===== config.mk =====
export PLATFORM = sky130hd
export DESIGN_NAME = axis_loopback_engine
export DESIGN_NICKNAME = d
export VERILOG_FILES = /design/src/rtl/axis_loopback_pkg.sv /design/src/rtl/axis_loopback_engine_fifo.sv /design/src/rtl/axis_loopback_engine.sv
export SDC_FILE = /design/constraint.sdc
export NUM_CORES = 2
export LEC_CHECK = 0
export ABC_AREA = 1
export CAP_MARGIN = 20
export CORE_MARGIN = 2
export CORE_UTILIZATION = 50
export DETAILED_ROUTE_END_ITERATION = 10
export PLACE_DENSITY = 0.67
export SYNTH_ARGS = -nofsm -noshare
export SYNTH_HDL_FRONTEND = slang
export SYNTH_SLANG_ARGS = --single-unit

===== constraint.sdc =====
create_clock -name clk -period 11.55 [get_ports clk]
set_input_delay 2.31 -clock clk [delete_from_list [all_inputs] [get_ports clk]]
set_output_delay 2.31 -clock clk [all_outputs]
set_load 0.03 [all_outputs]

===== src/rtl/axis_loopback_pkg.sv =====
// Shared definitions for the AXI-stream loopback engine: mode encodings,
// FSM state type and the tkeep popcount helper.
package axis_loopback_pkg;

   localparam logic [1:0] MODE_PASS = 2'b00;
   localparam logic [1:0] MODE_INC  = 2'b01;
   localparam logic [1:0] MODE_GEN  = 2'b10;
   localparam logic [1:0] MODE_INV  = 2'b11;

   typedef enum logic [1:0] {
      IDLE = 2'd0,
      PASS = 2'd1,
      GEN  = 2'd2
   } state_t;

   // Number of set bits; callers zero-extend their tkeep into v.
   function automatic logic [31:0] popcount(input logic [31:0] v);
      logic [31:0] n;
      n = '0;
      for (int i = 0; i < 32; i++) n = n + 32'(v[i]);
      return n;
   endfunction

endpackage


===== src/rtl/axis_loopback_engine_fifo.sv =====
// Single-clock first-word-fall-through FIFO with a registered output stage.
// A word written at edge n is visible on rd_data after edge n+1. The total
// occupancy (memory plus output register) is capped at 2^EA words.
module axis_sync_fifo #(
   parameter int W  = 19,
   parameter int EA = 6
) (
   input  logic         clk,
   input  logic         rst,
   input  logic         wr_en,
   input  logic [W-1:0] wr_data,
   output logic         full,
   input  logic         rd_en,
   output logic [W-1:0] rd_data,
   output logic         empty
);

   localparam int DEPTH = 1 << EA;

   logic [W-1:0]  mem [DEPTH];
   logic [EA-1:0] wr_ptr;
   logic [EA-1:0] rd_ptr;
   logic [EA:0]   mem_cnt;
   logic [EA:0]   cnt;
   logic          out_valid;
   logic          do_wr;
   logic          do_pop;
   logic          do_load;

   assign full    = (cnt == (EA+1)'(DEPTH));
   assign empty   = !out_valid;
   assign do_wr   = wr_en && !full;
   assign do_pop  = out_valid && rd_en;
   assign do_load = (mem_cnt != '0) && (!out_valid || do_pop);

   // Storage array; no reset needed, occupancy is tracked by the counters.
   always_ff @(posedge clk) begin
      if (do_wr) mem[wr_ptr] <= wr_data;
   end

   // Pointers, occupancy and the output register that feeds rd_data.
   always_ff @(posedge clk or posedge rst) begin
      if (rst) begin
         wr_ptr    <= '0;
         rd_ptr    <= '0;
         mem_cnt   <= '0;
         cnt       <= '0;
         out_valid <= 1'b0;
         rd_data   <= '0;
      end else begin
         if (do_wr) wr_ptr <= wr_ptr + EA'(1);
         if (do_load) begin
            rd_ptr    <= rd_ptr + EA'(1);
            rd_data   <= mem[rd_ptr];
            out_valid <= 1'b1;
         end else if (do_pop) begin
            out_valid <= 1'b0;
         end
         mem_cnt <= mem_cnt + (EA+1)'(do_wr) - (EA+1)'(do_load);
         cnt     <= cnt + (EA+1)'(do_wr) - (EA+1)'(do_pop);
      end
   end

endmodule


===== src/rtl/axis_loopback_engine.sv =====
// AXI-stream loopback engine: buffers beats through a FWFT FIFO and applies
// a per-packet transform (pass / increment / invert) or generates a test
// pattern. Drives status LEDs with a heartbeat.
// Optional packet/byte statistics enabled by defining AXIS_LOOPBACK_STATS_EN.
//
//   state | meaning
//   IDLE  | one cycle between packets; samples mode into cur_mode
//   PASS  | accepts s beats, writes transformed beats until s_tlast
//   GEN   | writes GEN_LEN pattern beats, tlast on the final one
module axis_loopback_engine
   import axis_loopback_pkg::*;
#(
   parameter int EW        = 1,
   parameter int EA        = 6,
   parameter int GEN_LEN   = 16,
   parameter int CLK_FREQ  = 100000000,
   parameter int BEAT_FREQ = 5,
   parameter int LED_W     = 4,
   localparam int BYTES    = 1 << EW,
   localparam int DW       = 8 * BYTES
) (
   input  logic             clk,
   input  logic             rst,
   input  logic [1:0]       mode,
   output logic             s_tready,
   input  logic             s_tvalid,
   input  logic [DW-1:0]    s_tdata,
   input  logic [BYTES-1:0] s_tkeep,
   input  logic             s_tlast,
   input  logic             m_tready,
   output logic             m_tvalid,
   output logic [DW-1:0]    m_tdata,
   output logic [BYTES-1:0] m_tkeep,
   output logic             m_tlast,
   output logic [LED_W-1:0] led,
   output logic [31:0]      pkt_count,
   output logic [31:0]      byte_count
);

   localparam int FW      = 1 + BYTES + DW;
   localparam int GBW     = $clog2(GEN_LEN + 1);
   localparam int HB_RAW  = CLK_FREQ / (2 * BEAT_FREQ);
   localparam int HB_HALF = (HB_RAW < 1) ? 1 : HB_RAW;
   localparam int HBW     = $clog2(HB_HALF) + 1;

   state_t           state;
   logic [1:0]       cur_mode;
   logic [7:0]       gen_cnt;
   logic [GBW-1:0]   gen_beat;
   logic             gen_last;
   logic             gen_wr;
   logic             s_hs;
   logic             m_hs;
   logic             fifo_full;
   logic             fifo_empty;
   logic             wr_en;
   logic [FW-1:0]    wr_data;
   logic [DW-1:0]    xf_data;
   logic [DW-1:0]    gen_data;
   logic [LED_W-2:0] led_low;
   logic             hb;
   logic [HBW-1:0]   hb_cnt;

   assign s_tready = (state == PASS) && !fifo_full;
   assign s_hs     = s_tvalid && s_tready;
   assign gen_wr   = (state == GEN) && !fifo_full;
   assign gen_last = (gen_beat == GBW'(GEN_LEN - 1));
   assign m_tvalid = !fifo_empty;
   assign m_hs     = m_tvalid && m_tready;

   // Per-byte transform of the incoming beat and the generator pattern.
   always_comb begin
      xf_data  = s_tdata;
      gen_data = '0;
      for (int i = 0; i < BYTES; i++) begin
         case (cur_mode)
            MODE_INC: xf_data[8*i +: 8] = s_tdata[8*i +: 8] + 8'd1;
            MODE_INV: xf_data[8*i +: 8] = ~s_tdata[8*i +: 8];
            default:  xf_data[8*i +: 8] = s_tdata[8*i +: 8];
         endcase
         gen_data[8*i +: 8] = gen_cnt + 8'(i);
      end
      wr_en   = s_hs || gen_wr;
      wr_data = gen_wr ? {gen_last, {BYTES{1'b1}}, gen_data}
                       : {s_tlast, s_tkeep, xf_data};
   end

   // Packet sequencing: mode latch, pattern counters and state transitions.
   always_ff @(posedge clk or posedge rst) begin
      if (rst) begin
         state    <= IDLE;
         cur_mode <= MODE_PASS;
         gen_cnt  <= '0;
         gen_beat <= '0;
      end else begin
         case (state)
            IDLE: begin
               cur_mode <= mode;
               state    <= (mode == MODE_GEN) ? GEN : PASS;
            end
            PASS: begin
               if (s_hs && s_tlast) state <= IDLE;
            end
            GEN: begin
               if (!fifo_full) begin
                  gen_cnt <= gen_cnt + 8'(BYTES);
                  if (gen_last) begin
                     gen_beat <= '0;
                     state    <= IDLE;
                  end else begin
                     gen_beat <= gen_beat + GBW'(1);
                  end
               end
            end
            default: state <= IDLE;
         endcase
      end
   end

   axis_sync_fifo #(
      .W  (FW),
      .EA (EA)
   ) u_fifo (
      .clk     (clk),
      .rst     (rst),
      .wr_en   (wr_en),
      .wr_data (wr_data),
      .full    (fifo_full),
      .rd_en   (m_tready),
      .rd_data ({m_tlast, m_tkeep, m_tdata}),
      .empty   (fifo_empty)
   );

   // LED low bits follow the last beat that left the engine.
   always_ff @(posedge clk or posedge rst) begin
      if (rst) led_low <= '0;
      else if (m_hs) led_low <= m_tdata[LED_W-2:0];
   end

   // Heartbeat: toggle after every HB_HALF cycles.
   always_ff @(posedge clk or posedge rst) begin
      if (rst) begin
         hb_cnt <= '0;
         hb     <= 1'b0;
      end else if (hb_cnt == HBW'(HB_HALF - 1)) begin
         hb_cnt <= '0;
         hb     <= ~hb;
      end else begin
         hb_cnt <= hb_cnt + HBW'(1);
      end
   end

   assign led = {hb, led_low};

`ifdef AXIS_LOOPBACK_STATS_EN
   // Output-side packet and byte statistics, wrapping modulo 2^32.
   always_ff @(posedge clk or posedge rst) begin
      if (rst) begin
         pkt_count  <= '0;
         byte_count <= '0;
      end else if (m_hs) begin
         byte_count <= byte_count + popcount(32'(m_tkeep));
         if (m_tlast) pkt_count <= pkt_count + 32'd1;
      end
   end
`else
   assign pkt_count  = '0;
   assign byte_count = '0;
`endif

endmodule


==> reports/summary.txt <==
Grt ovf -> 0
HPWL after detailed placement -> 85,560 um
Most frequent cell after synthesis -> sky130_fd_sc_hd__nand2_1
Number of input and output port buffers inserted -> 49
Worst hold slack -> 0.4668 ns
Element type at the critical path start -> primary input
Area of the mapped netlist -> 56,470 um^2
Leading register cell type out of synthesis -> sky130_fd_sc_hd__edfxtp_1
Count of pins over their slew limit -> 0
Share of flip-flops with an asynchronous set or reset after synthesis -> 0.06963
WL met1 -> 59,500 um
Power Dens Cells -> 267.8 nW/um^2
Type of the worst setup path -> in -> reg
Initial Util -> 0.5034
Met3 wire len -> 14,270 um
Yosys top cell by area -> sky130_fd_sc_hd__edfxtp_1
Die width -> 340.1 um
Met2 Routed Length -> 69,540 um
Fraction of the yosys area taken by sequential cells -> 0.6869
Placement Cell Area -> 58,080 um^2
Final worst clock skew -> 0.02517 ns
CTS-repair resized insts -> 0
Top-area cell type share of the netlist area -> 0.6466
Post-synth EDFFs -> 1,216
Antenna Violating Nets Remaining -> 0
Setup repair after global routing missed its margin -> no
Post-synthesis area per instance -> 10.62 um^2
Count of H-tree levels built during CTS -> 4
Crit path time final -> 5.545 ns
Upper clock frequency limit -> 0.1804 GHz
Average wire per standard cell -> 21.60 um
Detailed Route Iter0 Violations -> 5,012
Top post-synthesis cells by count -> sky130_fd_sc_hd__nand2_1 (1,773), sky130_fd_sc_hd__edfxtp_1 (1,216), sky130_fd_sc_hd__nand3_1 (695)
Measured slew at the worst slew-check pin -> 1.191 ns
Vias in the first global route -> 35,022
Uppermost metal layer occupied by signal nets -> met5
P_leak -> 0.02488 uW
Hold buffer count at cts -> 0
Final worst-path setup slack -> 6.005 ns
Core Region -> 112,200 um^2
Final non-filler cell area -> 62,450 um^2
#FFs+latches synth -> 1,307
IO Count -> 114
Total routing resource utilization after global routing -> 0.2552
Final setup violation count -> 0
Height of the die -> 340.1 um
CTS tree -> done
Crit. End Element -> flip-flop
Via total after detailed routing -> 37,730
Area added between synthesis and finish -> 10.58%
Post-DR vias/cell -> 5.455
Drt total wl -> 149,400 um
Synthesized instance count -> 5,317
Fill cell count -> 9,260
Crit path arrival time -> 5.90 ns
Total Die Area -> 115,700 um^2
CTS root buffer -> sky130_fd_sc_hd__clkbuf_16
Placement Rows -> 123
Crit-path max FO -> 19
Fraction of the cycle the final worst path needs -> 0.4800
Max_cap viols -> 0
Required time worst endpoint -> 11.91 ns
Layout net count -> 5,360
DRC -> 0
Max Buffers Root-to-Sink -> 3
Final estimated routing congestion in global placement -> 0.9685
Worst supply voltage drop on vdd -> 0.3457 mV
Antenna violations before repair -> 3
Clock buffers created by TritonCTS -> 136
Placed cell count -> 6,666
Final-report hold violation count -> 0
Clock edge transition at the registers on the reported setup and hold paths -> 0.06 ns
Clock tree sinks -> 1,307
Ys Warns -> 0
Path type of the worst min-delay path -> reg -> reg
Fraction of final layout cells with drive strength greater than 1 -> 0.06333
Number of distinct library cells after synthesis -> 38
Maximum number of pins on one net before global-route repair -> 210
Post-CTS setup buffer count -> 0
Synth top area cells -> sky130_fd_sc_hd__edfxtp_1 (65%), sky130_fd_sc_hd__nand2_1 (12%), sky130_fd_sc_hd__nand3_1 (6.2%)
Max_slew headroom -> 0.2038
Run status -> completed
Clk Latency, worst-skew pair -> 0.76 ns
Finished Layout Cells -> 6,917
Minimum setup slack after placement -> 5.298 ns
Wire length of the first global-routing pass -> 220,000 um
Count of TritonRoute iterations in the first routing pass -> 8
Total Negative Setup Slacks -> 0 ns
==> cells in the final DEF, fill, tap and decap left out, types with 3 or more instances in the layout <==
cell type                         netlist  layout
sky130_fd_sc_hd__inv_2                  3       4
sky130_fd_sc_hd__inv_1                541     538
sky130_fd_sc_hd__nand3_1              695     695
sky130_fd_sc_hd__and3_1                18      18
sky130_fd_sc_hd__or2_2                  3       3
sky130_fd_sc_hd__buf_4                 79      59
sky130_fd_sc_hd__nand4_1               14      14
sky130_fd_sc_hd__clkinv_1               0      32
sky130_fd_sc_hd__clkbuf_16              0     138
sky130_fd_sc_hd__nand2_1             1773    1768
sky130_fd_sc_hd__bufinv_16              0       9
sky130_fd_sc_hd__edfxtp_1            1216    1216
sky130_fd_sc_hd__clkbuf_1             103      28
sky130_fd_sc_hd__nor2_2                 1      53
sky130_fd_sc_hd__nor2_1               310     257
sky130_fd_sc_hd__buf_8                  1       6
sky130_fd_sc_hd__clkinvlp_4             0       3
sky130_fd_sc_hd__xor2_1                44      44
sky130_fd_sc_hd__a21oi_1               70      70
sky130_fd_sc_hd__clkdlybuf4s50_1        0      49
sky130_fd_sc_hd__conb_1                 1      64
sky130_fd_sc_hd__inv_6                  0       5
sky130_fd_sc_hd__clkinv_2               0      20
sky130_fd_sc_hd__nand3b_1               3       3
sky130_fd_sc_hd__nand2_2                0       5
sky130_fd_sc_hd__ha_1                  25      25
sky130_fd_sc_hd__nor3_1                23      21
sky130_fd_sc_hd__o21ai_4                0      10
sky130_fd_sc_hd__dfrtp_1               91      88
sky130_fd_sc_hd__o21ai_0               70      60
sky130_fd_sc_hd__xnor2_1                8       8
sky130_fd_sc_hd__nor4_1                 6       5
sky130_fd_sc_hd__o211ai_1              58      58
sky130_fd_sc_hd__buf_12                 0       4
sky130_fd_sc_hd__clkinv_8               0       7
==> area by class of cell <==
class / count / area [um^2] / share of cell area
Tap cell: 1500 / 1877 / 0.03005
Clock inverter: 78 / 720.7 / 0.01154
Timing Repair Buffer: 119 / 1115 / 0.01785
Antenna cell: 1 / 2.502 / 0.00004007
Multi-Input combinational cell: 3199 / 14270 / 0.2286
Sequential cell: 1307 / 38800 / 0.6213
Inverter: 545 / 2072 / 0.03318
Clock buffer: 168 / 3586 / 0.05742
==> critical path, cell delays in order <==
cell                              delay, ns
sky130_fd_sc_hd__clkdlybuf4s50_1       0.47
sky130_fd_sc_hd__nand3_1               0.12
sky130_fd_sc_hd__nand2_1               0.48
sky130_fd_sc_hd__inv_1                 0.21
sky130_fd_sc_hd__nor2_2                0.23
sky130_fd_sc_hd__nand3_1               0.87
sky130_fd_sc_hd__nor2_2                1.18
==> power breakdown <==
part           leakage [uW]  internal, uW  switching (uW)
clock               0.00210          2420            1840
sequential           0.0121          6080             219
combinational        0.0107          1400            4770
==> through the flow <==
stage               power (uW)    util
floorplan                10090       -
global placement         12340  0.5171
detailed placement       12420  0.5177
CTS                      16650  0.5561
global route             17400  0.5566
finish                   16720  0.5566
==> cells by family after synthesis <==
family                     Yosys count  synth area share
DFF                               1307            0.6869
xor gates and xnor gates            52          0.008065
adders and majority gates           27          0.006248
and+or+nand+nor                   2849            0.2075
AOI/OAI and AO/OA                  207           0.02127
buffers and inverters              874           0.06994
other                                1        0.00006640
==> flip-flops by register name (all words and copies together) (netlist names), 2 cells and up <==
name,cells
u_fifo.mem,1216
hb_cnt,25
u_fifo.rd_data,19
gen_cnt,7
u_fifo.cnt,7
u_fifo.mem_cnt,7
u_fifo.rd_ptr,6
u_fifo.wr_ptr,6
gen_beat,5
led_low,3
cur_mode,2
state,2
==> layer usage <==
| metal | up-vias | global-route usage |
|---|---|---|
| met5 | - | 0 |
| met4 | 2 | 0.1047 |
| met3 | 279 | 0.05044 |
| met2 | 1860 | 0.4002 |
| met1 | 18099 | 0.3510 |
| li1 | 17490 | - |
==> final timing paths <==
kind	startpoint	end	slack (ns)	cells past startpoint
worst max-delay path	s_tvalid	u_fifo.mem[59][17]$_DFFE_PP_	6.01	7
worst min-delay path	hb$_DFFE_PP0N_	hb$_DFFE_PP0N_	0.47	1
worst max register to register	u_fifo.rd_ptr[0]$_DFFE_PP0P_	u_fifo.rd_data[10]$_DFFE_PP0P_	6.21	13
worst min register to register	hb$_DFFE_PP0N_	hb$_DFFE_PP0N_	0.47	1
max in group asynchronous	rst	led_low[0]$_DFFE_PP0N_	8.42	3
min in group asynchronous	rst	u_fifo.rd_data[10]$_DFFE_PP0P_	1.88	2
(Power assumes the default switching activity.)
